File: src/rtl/cs_seq.sv
// cs_seq: frame sequencer for a WIN-deep sliding-window datapath (fill, run, flush).
// Rev 1.0
`default_nettype none

module cs_seq #(
  parameter int WIN = 9,
  parameter int LAT = 1
) (
  input  logic       clk,
  input  logic       reset,
  input  logic       in_valid,
  input  logic [7:0] in_data,
  input  logic       in_last,
  output logic       in_ready,
  output logic [7:0] cs_x,
  output logic       cs_shift,
  output logic       cs_clear,
  input  logic [9:0] cs_y,
  output logic       out_valid,
  output logic [9:0] out_data,
  output logic       out_last,
  output logic       short_frame,
  output logic       busy
);

  localparam int CW = $clog2(WIN + 1);
  localparam int FW = (LAT > 1) ? $clog2(LAT) : 1;

  localparam logic [CW-1:0] WIN_C   = CW'(WIN);
  localparam logic [CW-1:0] WIN_M1  = CW'(WIN - 1);
  localparam logic [FW-1:0] FLUSH_E = FW'(LAT - 1);

  localparam logic [1:0] S_IDLE  = 2'd0;
  localparam logic [1:0] S_FILL  = 2'd1;
  localparam logic [1:0] S_RUN   = 2'd2;
  localparam logic [1:0] S_FLUSH = 2'd3;

  logic [1:0]     state;
  logic [1:0]     next_state;
  logic [CW-1:0]  fill_cnt;
  logic [FW-1:0]  flush_cnt;
  logic [LAT-1:0] full_pipe;
  logic [LAT-1:0] last_pipe;
  logic           accept;
  logic           reach_win;
  logic           flush_done;
  logic           short_det;

  // reach_win: this acceptance makes the WIN-th (or later) sample of the frame
  assign accept     = in_valid & in_ready;
  assign reach_win  = (fill_cnt >= WIN_M1);
  assign flush_done = (state == S_FLUSH) && (flush_cnt == FLUSH_E);
  assign short_det  = accept & in_last & ~reach_win;

  always_ff @(posedge clk or posedge reset) begin
    if (reset) begin
      state <= S_IDLE;
    end else begin
      state <= next_state;
    end
  end

  always_comb begin
    next_state = state;
    case (state)
      S_IDLE: begin
        if (accept) next_state = in_last ? S_FLUSH : S_FILL;
      end
      S_FILL: begin
        if (accept && in_last)        next_state = S_FLUSH;
        else if (accept && reach_win) next_state = S_RUN;
      end
      S_RUN: begin
        if (accept && in_last) next_state = S_FLUSH;
      end
      S_FLUSH: begin
        if (flush_done) next_state = S_IDLE;
      end
      default: next_state = S_IDLE;
    endcase
  end

  // Reset gates the combinational handshake so nothing is offered while held.
  always_comb begin
    in_ready = ~reset && (state != S_FLUSH);
    cs_shift = in_valid & in_ready;
    cs_x     = in_data;
    cs_clear = ~reset & flush_done;
    busy     = ~reset && (state != S_IDLE);
  end

  always_ff @(posedge clk or posedge reset) begin
    if (reset) begin
      fill_cnt <= '0;
    end else if (flush_done) begin
      fill_cnt <= '0;
    end else if (accept && (fill_cnt != WIN_C)) begin
      fill_cnt <= fill_cnt + CW'(1);
    end
  end

  always_ff @(posedge clk or posedge reset) begin
    if (reset) begin
      flush_cnt <= '0;
    end else if ((state == S_FLUSH) && !flush_done) begin
      flush_cnt <= flush_cnt + FW'(1);
    end else begin
      flush_cnt <= '0;
    end
  end

  // Tags ride alongside the datapath so out_valid lines up with cs_y.
  always_ff @(posedge clk or posedge reset) begin
    if (reset) begin
      full_pipe <= '0;
      last_pipe <= '0;
    end else begin
      full_pipe[0] <= accept & reach_win;
      last_pipe[0] <= accept & in_last;
      for (int i = 1; i < LAT; i++) begin
        full_pipe[i] <= full_pipe[i-1];
        last_pipe[i] <= last_pipe[i-1];
      end
    end
  end

  always_ff @(posedge clk or posedge reset) begin
    if (reset) begin
      short_frame <= 1'b0;
    end else begin
      short_frame <= short_det;
    end
  end

  always_comb begin
    out_valid = full_pipe[LAT-1];
    out_last  = full_pipe[LAT-1] & last_pipe[LAT-1];
    out_data  = full_pipe[LAT-1] ? cs_y : 10'd0;
  end

endmodule

`default_nettype wire

File: config.mk
export PLATFORM = sky130hd
export DESIGN_NAME = cs_seq
export DESIGN_NICKNAME = d
export VERILOG_FILES = /design/src/rtl/cs_seq.sv
export SDC_FILE = /design/constraint.sdc
export NUM_CORES = 1
export LEC_CHECK = 0
export BUFFER_PORTS_ARGS = -buffer_cell sky130_fd_sc_hd__buf_2
export CORE_UTILIZATION = 44
export CTS_CLUSTER_SIZE = 16
export DETAILED_ROUTE_END_ITERATION = 12
export PLACE_DENSITY_LB_ADDON = 0.1
export SLEW_MARGIN = 20
export SYNTH_ARGS = -nofsm -noshare
export SYNTH_HDL_FRONTEND = slang
export SYNTH_SLANG_ARGS = --single-unit
File: constraint.sdc
create_clock -name clk -period 2.73 [get_ports clk]
set_input_delay 0.819 -clock clk [delete_from_list [all_inputs] [get_ports clk]]
set_output_delay 0.819 -clock clk [all_outputs]
set_load 0.005 [all_outputs]
After elaboration in Yosys (flattened, before gate mapping)
Cells that the tools add are included.
Widths: inputs -> output; s select.
Storage, ports and cells
  output and inout bits: 25
  flip-flop bits (word level): 10
Operators by class
  reductions and logical operators: 12
  eq/ne operators: 9
  bitwise logic cells: 9
  muxes and demuxes: 11
  $add $sub $neg: 2
  magnitude comparators: 1
Operators with widths (number)
  $mux 2: 6
  $mux 10: 1
  $mux 4: 2
  $ne 2x2->1 const B: 4
  $pmux 2 s4: 1
  $logic_and 1x1->1: 7
  $and 1x1->1: 6
  $add 4x1->4 const B: 1
  $eq 2x2->1 const B: 2
  $ge 4x4->1 const B: 1
  $ne 4x4->1 const B: 1
  $reduce_and 4->1: 1
  $reduce_bool 2->1: 2
  $ne 3x3->1 const B: 1
  $not 1->1: 3
  $eq 2x1->1 const B: 1
  $logic_not 2->1: 1
  $add 1x1->1 const B: 1
  $logic_not 1->1: 1
  $mux 1: 1

Longest topological paths before layout
  depth in word-level cells: 7
  mapped depth: 6

Worst setup path after synthesis
OpenSTA, ideal clock, no wires.
  kind: input -> output
  start: input port reset
  end: output port cs_clear
  stages on the path: 2
  arrival time: 1240 ps
  setup slack: 671 ps
  data required time: 1911 ps
  cell sequence: inv_1 -> and2_1
Between the ends
  cells in the longest elaborated chain, start to end: 2
RTL lines
  start: declaration: RTL line 10  | input logic reset,
  $not 1->1: RTL line 88  | cs_clear = ~reset & flush_done;
  $and 1x1->1: RTL line 88
  end: declaration: RTL line 17  | output logic cs_clear,
No other way between the ends.

Final worst setup path
  start: register state[1]
  end: output port cs_clear
Between the ends
  cells in the longest elaborated chain, start to end: 3
RTL lines
  start: declaration: RTL line 38  | logic [1:0] state;
  start signal: assignment: RTL line 59  | state <= next_state;
  $eq 2x2->1: RTL line 52  | assign flush_done = (state == S_FLUSH) && (flush_cnt == FLUSH_E);
  $logic_and 1x1->1: RTL line 52
  $and 1x1->1: RTL line 88
No other way between the ends.

==> results.ini <==
[global_routing]
grt_start_max_net_pins = 13
globalRouteTotalUtil_pct = 16.7
first_pass_grt_wire_length_um = 2250
via_count_of_the_first_global_routing_pass = 521
globalRouteOverflowTotal = 0
grt_antenna_before_repair = 0

[yosys]
synth_area_per_cell_um2 = 9.48
yosysWarningCount = 0
synth_net_count = 106
netlist_area_um2 = 721
ys_seq_area_share_pct = 34.7
post_synth_inst_count = 76
post_synth_num_cell_types = 23
yosys_register_bits = 10

[clock_tree]
cts_inserted_buffers = 3
postCtsResizedCells = 0
cts_setup_buffers = 0
clkTransAtPathRegs_ps = 60
clk_path_buf_depth = 2
cts_hold_buffers = 0
clkLatencyLatePin_ps = 260
cts.sink_count = 10
htree_levels = 1
clock_tree_from_tritoncts = done
cts.root.buffer_cell = sky130_fd_sc_hd__clkbuf_4

[critical_path]
critical_path.startpoint_type = flop
timing.setup.critical_path_class = reg2out
worst-endpoint-required_ps = 1910
cp-end-kind = output port
critical_path.max_fanout = 5
cp-startpoint = state[1]
rr_startpoint = state[0]
cp.arrival_ps = 1560

[drt]
post_drt_wl_per_cell_um = 11.2
detail_route.wirelength_um = 1320
drt_iter0_markers = 6
drt_pre_antenna_iters = 4
viasPerCell = 4.97
drc = 0
via_count = 586
antenna_violating_nets_post_route = 0

[cells_and_area]
layout-area-overhead-vs-synth_pct = 20.0
diodes = 0
final_net_count = 134
layout.filler_cells = 146
drive_gt1_share_pct = 38.2
register_area_um2 = 250
layout.core_utilization_pct = 56.7
multiInputGateArea_um2 = 388

[placement]
place.detailed.hpwl_um = 1050
port_buffers = 30
globalplace.congestion = 0.695

[sta]
number_of_pins_exceeding_their_max_slew_limit_in_the_final_report = 0
timing.final.hold_violations = 0
final_cycle_utilization_of_the_critical_path_pct = 87.2
final_period_minus_worst_setup_slack_ps = 2380
timing.setup.tns_ps = 0
rsz0062_at_grt = false
fmaxAchievable_ghz = 0.420
final-setup-viol-count = 0
finClkSkew_ps = 1.01

[die]
die_ht_um = 42.5
pin_count = 47
die_w_um = 42.5
design.die.area_mm2 = 0.00180
core_area_mm2 = 0.00152
core.rowCount = 14
start_util_pct = 47.3

[status]
run_status = completed

[hold_path]
min_from = fill_cnt[3]
hold_path_class = reg2reg

[pwr]
vdd.ir_drop.worst_v = 0.000497
cellLeakagePower_nw = 0.503
power_per_cell_area_mw_per_mm2 = 725

[run]
max_cap_viol_count = 0

## Yosys cell counts
cell | number | area share [%]
sky130_fd_sc_hd__clkbuf_1 | 1 | 0.52
sky130_fd_sc_hd__nand2_1 | 2 | 1.0
sky130_fd_sc_hd__a21oi_2 | 1 | 1.2
sky130_fd_sc_hd__mux2i_1 | 3 | 4.2
sky130_fd_sc_hd__o21ai_2 | 1 | 1.2
sky130_fd_sc_hd__xnor2_1 | 1 | 1.2
sky130_fd_sc_hd__a221oi_1 | 1 | 1.2
sky130_fd_sc_hd__a21oi_1 | 2 | 1.4
sky130_fd_sc_hd__nor2b_1 | 3 | 2.6
sky130_fd_sc_hd__and2_1 | 14 | 12
sky130_fd_sc_hd__nand3_1 | 2 | 1.4
sky130_fd_sc_hd__nor3b_4 | 1 | 2.6
sky130_fd_sc_hd__nor2_1 | 6 | 3.1
sky130_fd_sc_hd__inv_1 | 5 | 2.6
sky130_fd_sc_hd__conb_1 | 1 | 0.52
sky130_fd_sc_hd__nand4_1 | 1 | 0.87
sky130_fd_sc_hd__and3_1 | 1 | 0.87
sky130_fd_sc_hd__dfrtp_1 | 10 | 35
sky130_fd_sc_hd__ha_1 | 8 | 14
sky130_fd_sc_hd__xor2_1 | 2 | 2.4
sky130_fd_sc_hd__or2_2 | 1 | 0.87
sky130_fd_sc_hd__nand3b_1 | 1 | 1.0
sky130_fd_sc_hd__buf_4 | 8 | 8.3
## area by class of cell
class	instances	area share, %
timing repair buffer	32	19.1
inverter	5	2.17
tap	16	2.32
sequential	10	28.9
multi-input combinational	52	44.9
clock buffer	3	2.60
## flip-flops by register name (all words and copies together) (netlist names)
signal / flops
state: 2
fill_cnt: 4
last_pipe: 1
short_frame: 1
flush_cnt: 1
out_valid: 1
## stage by stage
step	hold slack, ps	instances	power (mW)	cell area (um^2)	setup WS, ps
finish	534	118	0.627	865	350
global route	571	118	0.684	865	249
CTS	536	118	0.629	865	350
detailed placement	525	115	0.532	842	616
global placement	525	115	0.527	842	636
floorplan	468	76	0.459	721	671
## where the power goes
part	total [mW]	switching (mW)	internal [mW]
Clock	0.0939	0.0434	0.0505
Sequential	0.232	0.0409	0.191
Combinational	0.302	0.158	0.143
## critical path: stages (launching register included)
cell                      delay, ps
sky130_fd_sc_hd__dfrtp_1        390
sky130_fd_sc_hd__ha_1           280
sky130_fd_sc_hd__nor2b_1        350
sky130_fd_sc_hd__and2_1         180
sky130_fd_sc_hd__buf_2          110
## routing by layer
| layer | vias to the layer above | share of wire, % | track usage (%) |
|---|---|---|---|
| li1 | 289 | - | - |
| met1 | 267 | 45 | 20.5 |
| met2 | 28 | 46 | 26.5 |
| met3 | 2 | 8.1 | 7.76 |
| met4 | 0 | 0.30 | 4.38 |
| met5 | - | 0 | 0 |
## path summary, 6_finish.rpt
path                                    end  slack, ps  cells after the start
worst max-delay path               cs_clear        350                      4
worst max register to register     state[1]       1070                      6
worst min register to register  short_frame        530                      1
max in group asynchronous       fill_cnt[0]       2000                      3
min in group asynchronous         out_valid        590                      3
worst min-delay path            short_frame        530                      1
## cells by family (layout without fill, tap and decap cells)
logic type	Yosys count	in the layout	share of synthesized area [%]
AO/OA/AOI/OAI	5	5	5.04
XOR/XNOR	3	3	3.65
adder cells (fa/ha/maj)	8	8	13.9
buffers and inverters	14	40	11.5
flip-flops	10	10	34.7
multiplexers	3	3	4.17
other	1	1	0.520
AND/OR/NAND/NOR	32	32	26.6
## placed cells by master, fill, tap and decap left out
master                     instances
sky130_fd_sc_hd__buf_2            30
sky130_fd_sc_hd__nand3b_1          1
sky130_fd_sc_hd__conb_1            1
sky130_fd_sc_hd__and2_1           14
sky130_fd_sc_hd__ha_1              8
sky130_fd_sc_hd__a21oi_1           2
sky130_fd_sc_hd__a221oi_1          1
sky130_fd_sc_hd__o21ai_2           1
sky130_fd_sc_hd__nor2b_1           3
sky130_fd_sc_hd__and3_1            1
sky130_fd_sc_hd__nor2_1            6
sky130_fd_sc_hd__nor3b_4           1
sky130_fd_sc_hd__buf_4             2
sky130_fd_sc_hd__a21oi_2           1
sky130_fd_sc_hd__nand3_1           2
sky130_fd_sc_hd__or2_2             1
sky130_fd_sc_hd__dfrtp_1          10
sky130_fd_sc_hd__clkbuf_4          3
sky130_fd_sc_hd__nand4_1           1
sky130_fd_sc_hd__xor2_1            2
sky130_fd_sc_hd__nand2_1           2
sky130_fd_sc_hd__inv_1             5
sky130_fd_sc_hd__xnor2_1           1
sky130_fd_sc_hd__mux2i_1           3
Note: power is estimated with default switching activity, not from simulation.
